===== config.mk =====
export PLATFORM = sky130hd
export DESIGN_NAME = rv_memif
export DESIGN_NICKNAME = d
export VERILOG_FILES = /design/src/rtl/rv_memif.sv
export SDC_FILE = /design/constraint.sdc
export NUM_CORES = 1
export LEC_CHECK = 0
export CAP_MARGIN = 5
export CORE_ASPECT_RATIO = 1.75
export CORE_MARGIN = 8
export CORE_UTILIZATION = 36
export DETAILED_ROUTE_END_ITERATION = 8
export MAX_ROUTING_LAYER = met4
export PLACE_DENSITY = 0.7
export SLEW_MARGIN = 25
export SYNTH_ARGS = -nofsm -noshare
export SYNTH_HDL_FRONTEND = slang
export SYNTH_SLANG_ARGS = --single-unit

===== constraint.sdc =====
create_clock -name clk -period 2.3 [get_ports clk]
set_clock_uncertainty 0.1 [all_clocks]
set_input_delay 0.575 -clock clk [delete_from_list [all_inputs] [get_ports clk]]
set_output_delay 0.575 -clock clk [all_outputs]
set_load 0.01 [all_outputs]

===== src/rtl/rv_memif.sv =====
// Memory-interface unit: merges the core's fetch and data ports onto one
// valid/ready memory bus with wait states, byte enables and a bus-error timeout.
module rv_memif #(
   parameter int                 DPWIDTH = 32,
   parameter int                 AWIDTH  = 32,
   parameter int                 TIMEOUT = 16,
   parameter logic [DPWIDTH-1:0] ERRDATA = '1
) (
   input  logic                 clk,
   input  logic                 rst,
   input  logic                 imem_req,
   input  logic [AWIDTH-1:0]    imem_addr,
   output logic [DPWIDTH-1:0]   imem_rdata,
   output logic                 imem_ack,
   input  logic                 dmem_req,
   input  logic                 dmem_we,
   input  logic [DPWIDTH/8-1:0] dmem_be,
   input  logic [AWIDTH-1:0]    dmem_addr,
   input  logic [DPWIDTH-1:0]   dmem_wdata,
   output logic [DPWIDTH-1:0]   dmem_rdata,
   output logic                 dmem_ack,
   output logic                 stall,
   output logic                 bus_err,
   output logic                 mem_valid,
   output logic                 mem_we,
   output logic [DPWIDTH/8-1:0] mem_be,
   output logic [AWIDTH-1:0]    mem_addr,
   output logic [DPWIDTH-1:0]   mem_wdata,
   input  logic                 mem_ready,
   input  logic [DPWIDTH-1:0]   mem_rdata
);

   localparam int CW = (TIMEOUT < 1) ? 1 : $clog2(TIMEOUT + 1);
   localparam logic [CW-1:0] CNT_LAST = (TIMEOUT > 0) ? CW'(TIMEOUT - 1) : '0;

   typedef enum logic [2:0] {IDLE, IBUS, DBUS, RESP, ERR} state_t;

   state_t        state;
   logic [CW-1:0] cnt;

   assign stall = (imem_req | dmem_req) & ~(imem_ack | dmem_ack);

   always_ff @(posedge clk) begin
      if (rst) begin
         state      <= IDLE;
         cnt        <= '0;
         imem_rdata <= '0;
         dmem_rdata <= '0;
         imem_ack   <= 1'b0;
         dmem_ack   <= 1'b0;
         bus_err    <= 1'b0;
         mem_valid  <= 1'b0;
         mem_we     <= 1'b0;
         mem_be     <= '0;
         mem_addr   <= '0;
         mem_wdata  <= '0;
      end else begin
         imem_ack <= 1'b0;
         dmem_ack <= 1'b0;
         bus_err  <= 1'b0;
         case (state)
            IDLE: begin
               cnt <= '0;
               if (dmem_req) begin
                  mem_valid <= 1'b1;
                  mem_we    <= dmem_we;
                  mem_be    <= dmem_be;
                  mem_addr  <= dmem_addr;
                  mem_wdata <= dmem_wdata;
                  state     <= DBUS;
               end else if (imem_req) begin
                  mem_valid <= 1'b1;
                  mem_we    <= 1'b0;
                  mem_be    <= '1;
                  mem_addr  <= imem_addr;
                  mem_wdata <= '0;
                  state     <= IBUS;
               end
            end
            IBUS, DBUS: begin
               // mem_ready wins over the timeout on the final allowed cycle
               if (mem_ready) begin
                  mem_valid <= 1'b0;
                  mem_we    <= 1'b0;
                  if (state == IBUS) begin
                     imem_rdata <= mem_rdata;
                     imem_ack   <= 1'b1;
                  end else begin
                     if (!mem_we) dmem_rdata <= mem_rdata;
                     dmem_ack <= 1'b1;
                  end
                  state <= RESP;
               end else if (TIMEOUT > 0 && cnt == CNT_LAST) begin
                  mem_valid <= 1'b0;
                  mem_we    <= 1'b0;
                  bus_err   <= 1'b1;
                  if (state == IBUS) begin
                     imem_rdata <= ERRDATA;
                     imem_ack   <= 1'b1;
                  end else begin
                     if (!mem_we) dmem_rdata <= ERRDATA;
                     dmem_ack <= 1'b1;
                  end
                  state <= ERR;
               end else if (TIMEOUT > 0) begin
                  cnt <= cnt + CW'(1);
               end
            end
            RESP: begin
               cnt   <= '0;
               state <= IDLE;
            end
            ERR: begin
               cnt   <= '0;
               state <= IDLE;
            end
            default: begin
               cnt   <= '0;
               state <= IDLE;
            end
         endcase
      end
   end

endmodule


==> reports/qor.yml <==
die_h_microns: 189
avgSynthCellArea_sq_um: 9.15
clkTransAtPathRegs_ns: 0.06
timing.fmax_mhz: 444
gp_congestion: 0.814
synth-warning-count: 0
drv_cap: 0
design_area_sq_mm: 0.00958
fp-row-count: 63
cts_setup_buffers: 0
startpoint_type: "primary input"
synth.top_cell.area_share_pct: 47.3
dr_total_vias: 5751
grt_pass1_vias: 5771
final_antenna_net_count: 0
tightest_slew_ns: 0.768
required_ns: 1.62
critPathMaxFanout: 2
grt_remaining_overflow: 0
crit_type: "in -> out"
yosysSeqAreaShare_pct: 47.3
slew_viol_final: 0
synth-seq-cells: 145
ys_top_cells_by_area: "dfxtp_1 47%, a21oi_1 11%, a311oi_2 7.3%, mux2i_1 5.4%, a211oi_1 3.9%"
drc_errors: 0
drtPass1Iterations: 4
clock_latency_ns: 0.40
final_layout_size_suffix_gt1_share_pct: 9.94
ir_drop_v: 0.000495
synth_largest_area_cell: "dfxtp_1"
hpwl_microns: 15200
core-area_sq_mm: 0.0168
worstSetupEndpointType: "output port"
p_per_area_mw_per_mm2: 855
cts_made_buffers: 17
synth_cell_types: 41
crit_arrival_ns: 1.58
clock_path_buffers: 2
grt_use_total_pct: 20.3
cts_tree: "yes"
start_util_pct: 36.6
grt_setup_unrepaired: "no"
vias_per_cell: 4.98
synthMostInstantiatedCell: "dfxtp_1"
final_cells: 1155
clk_root_buffer_cell: "clkbuf_16"
async_flop_share_pct: 0
synth_common_cells: "145 x dfxtp_1, 137 x a21oi_1, 42 x nor2_1"
syn_area_sq_mm: 0.00614
rr_worst_depth: 7
synth-main-ff-cell: "dfxtp_1"
setup_violations: 0
relSlewSlack_pct: 48.7
fin_crit_sh_pct: 97.9
status: "finished clean"
synth.net_count: 812
timing.hold.ws_ns: 0.368
grt_antenna_before_repair: 2
drt-total-wl_microns: 21400
grt_pass1_wl_microns: 33300
drt_iter0_markers: 229
p_leak_nw: 3.53
dpl_cell_area_sq_mm: 0.00897
die_area_sq_mm: 0.0217
cts_max_level: 4
place_inst: 1121
grt_max_degree: 60
final_hold_viol_count: 0
die_w_microns: 115
areaGrowthSynthToFinish_pct: 56.0
io_pins: 276
fin_nets: 1054
clkSinkCount: 145
hold_path.class: "in -> reg"
min_period_ns: 2.25
synth-edff-count: 0
wl_per_cell_microns: 18.5
syn_inst: 671
hold_depth: 2
portBuffers: 275
final timing paths:
kind,start,endpoint,slack [ns]
setup / recovery,imem_req,stall,0.05
hold / removal,mem_ready,state[2],0.37
setup reg to reg,cnt[0],imem_rdata[24],0.20
hold reg to reg,mem_wdata[30],mem_wdata[30],0.37
cell families (layout without fill, tap and decap cells):
kind of cell | count (synthesis) | in the layout | synth area share [%]
AO/OA/AOI/OAI | 242 | 242 | 26.4
flip-flops | 145 | 145 | 47.3
AND/OR/NAND/NOR | 139 | 139 | 11.5
buffers and inverters | 106 | 361 | 8.42
multiplexers | 33 | 33 | 5.38
adder cells (fa/ha/maj) | 3 | 3 | 0.612
XOR/XNOR | 3 | 3 | 0.428
other | 0 | 2 | 0
placed cells by master, fill, tap and decap left out, types with 3 or more instances in the layout:
| cell | n |
|---|---|
| clkdlybuf4s50_1 | 271 |
| dfxtp_1 | 145 |
| a21oi_1 | 137 |
| nor2_1 | 42 |
| nor3_1 | 37 |
| nand2_1 | 36 |
| inv_1 | 34 |
| mux2i_1 | 33 |
| a211oi_1 | 32 |
| a311oi_2 | 30 |
| o21ai_1 | 27 |
| clkbuf_16 | 17 |
| buf_4 | 17 |
| o21ai_0 | 9 |
| inv_6 | 4 |
| or3_1 | 3 |
| xnor2_1 | 3 |
| nor3b_1 | 3 |
| ha_1 | 3 |
| clkinv_4 | 3 |
| buf_12 | 3 |
layer usage:
layer	vias to the layer above	track usage [%]	routed length, microns
li1	2864	-	-
met1	2701	21.7	8360
met2	162	34.3	11300
met3	24	5.61	1210
met4	0	8.29	493
met5	-	-	0
worst max-delay path: stages:
cell	delay, ns
clkdlybuf4s50_1	0.52
nor2_4	0.06
nor3_1	0.14
clkdlybuf4s15_1	0.28
area by class of cell:
cell class	instances	area, sq um
Inverter	34	128
Timing Repair Buffer	295	2930
Multi-Input combinational cell	420	2730
Clock buffer	20	447
Fill cell	1571	7210
Clock inverter	12	148
Tap cell	227	284
Sequential cell	145	2900
Antenna cell	2	5.00
where the power goes:
part / internal, W / switching [W] / leakage [nW]
Sequential: 0.00285 / 0.000180 / 1.19
Clock: 0.00165 / 0.00114 / 0.284
Combinational: 0.00118 / 0.00118 / 2.05
Total: 0.00569 / 0.00250 / 3.53
timing repair:
item / 4_1_cts / 5_1_grt
endpoints found under the setup margin: 1 / 6
resized for setup: 1 / 2
pin swaps: 0 / 0
hold buffers: 0 / 0
stage by stage:
stage	setup WS (ns)	TNS (ns)	total power [W]	utilization (%)
finish	0.0484	0	0.00818	57.0
global route	0.00557	0	0.00864	57.0
CTS	0.0242	0	0.00830	57.0
detailed placement	-0.266	-1.65	0.00547	53.4
global placement	-0.245	-0.811	0.00545	53.4
floorplan	0.299	0	0.00433	-
flip-flops by register name, indices dropped and copies added, names as in the netlist:
name        flops
bus_err         1
cnt             5
dmem_ack        1
dmem_rdata     32
imem_ack        1
imem_rdata     32
mem_addr       32
mem_be          4
mem_valid       1
mem_wdata      32
mem_we          1
state           3
Note: power is estimated with default switching activity, not from simulation.
==> edit 1 (config.mk and constraints unchanged) <==
The parameter `AWIDTH` goes from 32 to 64.
--- a/src/rtl/rv_memif.sv
+++ b/src/rtl/rv_memif.sv
@@ -2,7 +2,7 @@
 // valid/ready memory bus with wait states, byte enables and a bus-error timeout.
 module rv_memif #(
    parameter int                 DPWIDTH = 32,
-   parameter int                 AWIDTH  = 32,
+   parameter int                 AWIDTH  = 64,
    parameter int                 TIMEOUT = 16,
    parameter logic [DPWIDTH-1:0] ERRDATA = '1
 ) (
Ports: changed (resized dmem_addr, imem_addr and mem_addr); port bits go from 276 to 372. No check against the original RTL was run, so the function may have changed too.
==> edit 1 against the unedited design <==
Setup slack improved by 0.036 ns; sequential power increased by 24%; core utilization up 0.83 points; cell area rose by 25%; synthesized area rose by 22%; non-clock buffer count increased by 105; count of clock-buffer cells in the layout is the same; sequential cell count rose by 32; register-to-register slack gained 0.11 ns; routed wire length increased by 30%; via count up 27%; power up 21%; critical path type unchanged; largest cell class unchanged; highest routed layer unchanged.
==> edit 1: results <==
[finish]
nets = 1351
utilization = 0.579
fillers = 1878
largest_reg_flops = 64
layout-drive-gt1-share = 0.0708

[placement]
dp_slack_ns = -0.214
gp_congestion = 0.827
hpwl_um = 20800
dpl_cell_area_um2 = 11400
numPortBuffers = 371

[detailed_routing]
wl_met3_um = 1470
drt_iter0_drc = 407
wl_met2_um = 14700
wl_per_cell_um = 19.6
viasPerCell = 5.16
wl_met1_um = 10700
vias = 7294

[run_status]
outcome = "completed"

[sta]
max-slew-margin-rel = 0.639

[grt]
use_met1 = 0.229
antenna_found_initial = 1
grt_pass1_vias = 7505
grt_pass1_wl_um = 42700
grtUsageMet3 = 0.0561
grt_use_met2 = 0.374
grt_usage = 0.217
grt_max_degree = 71

[clock_tree]
clkLatencyLatePin_ns = 0.42

[power_and_ir_drop]
power_frac_seq = 0.380
combinationalPower_mw = 3.27
ir_worst_vdd_mv = 0.465
leakage_nw = 4.48
p_sw_frac = 0.310
switchingPower_mw = 3.08

[min_path]
min_path_type = "reg -> reg"

[yosys]
synth_common_cells = "dfxtp_1 (177), a21oi_1 (169), mux2i_1 (65)"
yosysSeqAreaShare = 0.474
syn_avg_cell_area_um2 = 9.15
ys_top_cells_by_area = "dfxtp_1 (47%), a21oi_1 (11%), mux2i_1 (8.7%)"
synthesis.nets = 1022
synth_cell_types = 44

[setup_path]
slowest_delay_ns = 0.51
worst_ep_arrival_time_ns = 1.54
-- edit 1: worst paths after layout --
kind | start | slack [ns] | to | cells after the start
worst max-delay path | imem_req | 0.08 | stall | 4
worst min-delay path | mem_wdata[29] | 0.37 | mem_wdata[29] | 2
worst max register to register | cnt[0] | 0.31 | imem_rdata[1] | 7
worst min register to register | mem_wdata[29] | 0.37 | mem_wdata[29] | 2
-- edit 1: cell type report --
type                    instances  share of cell area
multi-input cells             516               0.279
diodes                          2            0.000418
well taps                     252              0.0264
flip-flops and latches        177               0.296
clock inverters                12              0.0111
repair buffers                400               0.339
inverters                      34              0.0107
clock buffers                  20              0.0373
-- edit 1: cell families after synthesis --
| logic type | share of synthesized area |
|---|---|
| buf+inv | 0.0818 |
| mux | 0.0870 |
| compound gates | 0.254 |
| simple gates | 0.0949 |
| fa+ha+maj | 0.00502 |
| flops | 0.474 |
| xor+xnor | 0.00351 |
==> edit 2 (same flow settings) <==
Without the edit above. Put one more register stage on the output `bus_err`, cleared by the reset. The value now appears one clock later. The other outputs are not delayed to match.
--- a/src/rtl/rv_memif.sv
+++ b/src/rtl/rv_memif.sv
@@ -35,6 +35,8 @@
 
    typedef enum logic [2:0] {IDLE, IBUS, DBUS, RESP, ERR} state_t;
 
+   logic bus_err_s0;
+
    state_t        state;
    logic [CW-1:0] cnt;
 
@@ -48,7 +50,7 @@
          dmem_rdata <= '0;
          imem_ack   <= 1'b0;
          dmem_ack   <= 1'b0;
-         bus_err    <= 1'b0;
+         bus_err_s0 <= 1'b0;
          mem_valid  <= 1'b0;
          mem_we     <= 1'b0;
          mem_be     <= '0;
@@ -57,7 +59,7 @@
       end else begin
          imem_ack <= 1'b0;
          dmem_ack <= 1'b0;
-         bus_err  <= 1'b0;
+         bus_err_s0 <= 1'b0;
          case (state)
             IDLE: begin
                cnt <= '0;
@@ -93,7 +95,7 @@
                end else if (TIMEOUT > 0 && cnt == CNT_LAST) begin
                   mem_valid <= 1'b0;
                   mem_we    <= 1'b0;
-                  bus_err   <= 1'b1;
+                  bus_err_s0 <= 1'b1;
                   if (state == IBUS) begin
                      imem_rdata <= ERRDATA;
                      imem_ack   <= 1'b1;
@@ -122,5 +124,13 @@
       end
    end
 
+   always_ff @(posedge clk) begin
+      if (rst) begin
+         bus_err <= '0;
+      end else begin
+         bus_err <= bus_err_s0;
+      end
+   end
+
 endmodule
 
Formal check against the unedited RTL: same outputs for any inputs over 4 cycles, from zero or initial values and one cycle with rst high; that may be too few to reach the edited logic, so the function may still have changed.
==> edit 2 against the unedited design <==
Critical path type unchanged; routed wire length up 1.3%; combinational power about the same; synthesized area up 0.51%; die area up 0.45%; cell area about the same; critical path depth unchanged; setup slack better by 0.11 ns; power up 1.5%; core utilization down 0.23 points; global-route usage down 0.12 points; sequential cell count up 1.
==> edit 2: results <==
[placement]
dpl_cell_area_um2 = 8970
post-place-cells = 1123
numPortBuffers = 275
hpwl_um = 15500
gp_congestion = 0.809
dp_slack_ns = -0.258

[clock_tree]
clk_pin_slew_worst_paths_ns = 0.06
clkLatencyLatePin_ns = 0.40
cts_root_buf = "clkbuf_16"
clockBufferDepth = 2
cts_htree_levels = 4
cts_made_buffers = 17

[detailed_routing]
wl_per_cell_um = 18.8
wl_met3_um = 1250
drt_iter0_drc = 306
vias = 5843
first_pass_iters = 4
wl_met1_um = 8570
routed.top_layer = "met4"
wl_met2_um = 11300

[yosys]
ys_top_cells_by_area = "dfxtp_1 (47%), a21oi_1 (11%), a311oi_2 (7.3%)"
async_flop_share = 0
synthesis.nets = 814
synth_common_cells = "dfxtp_1 (146), a21oi_1 (137), nor2_1 (42)"
yosys_warnings = 0
synth_cell_types = 41
yosysSeqAreaShare = 0.474
syn_avg_cell_area_um2 = 9.17

[finish]
n_antenna_cell = 0
postLayoutCellArea_um2 = 9580
fillers = 1578
finalNonFillerCells = 1155
layout-drive-gt1-share = 0.100

[power_and_ir_drop]
leakage_nw = 3.54
ir_worst_vdd_mv = 0.497

[grt]
antenna_found_initial = 0
grt_max_degree = 102
grt_usage = 0.202
grt_pass1_wl_um = 33500
grt_pass1_vias = 5916

[run_status]
outcome = "completed"

[min_path]
min_path_type = "reg -> reg"

[setup_path]
path_max_fanout = 2

[sta]
max-slew-margin-rel = 0.485
## edit 2: cell families after synthesis
kind of cell,Yosys count,share of synthesized area
buffers and inverters,106,0.0846
adders and majority gates,3,0.00608
DFF,146,0.474
AOI/OAI and AO/OA,242,0.263
and+or+nand+nor,140,0.115
xor gates and xnor gates,3,0.00426
muxes,33,0.0535
## edit 2: cell type report
| cell class | count | area (µm²) | share of cell area |
|---|---|---|---|
| clock buffer | 19 | 433 | 0.0452 |
| clock inverter | 13 | 176 | 0.0184 |
| inverter | 34 | 128 | 0.0133 |
| multi-input combinational | 421 | 2740 | 0.286 |
| sequential | 146 | 2920 | 0.305 |
| tap | 227 | 284 | 0.0296 |
| timing repair buffer | 295 | 2900 | 0.303 |
## edit 2: worst max-delay path: stages
cell and delay [ns]:
clkdlybuf4s50_1 0.54, nor2_4 0.06, nor3_1 0.13, clkbuf_2 0.17
## edit 2: repair_timing
item                                    CTS  global route
gates cloned                              0             0
endpoints found under the setup margin    1             2
resized for setup                         1             4
## edit 2: path summary, 6_finish.rpt
kind	from	end	slack (ns)	cells after the start
max	imem_req	stall	0.16	4
min	bus_err_s0	bus_err	0.36	1
max reg2reg	cnt[0]	cnt[3]	0.25	7
min reg2reg	bus_err_s0	bus_err	0.36	1
## edit 2: power breakdown
group / total, mW / internal (mW) / switching [mW]
sequential: 3.06 / 2.87 / 0.190
combinational: 2.36 / 1.18 / 1.18
clock: 2.89 / 1.74 / 1.15
total: 8.31 / 5.78 / 2.53
## edit 2: metal layers
metal  global-route usage  vias to the layer above
met4               0.0752                        0
met3               0.0472                       29
met2                0.348                      168
li1                     -                     2872
met1                0.218                     2774
met5                    -                        -
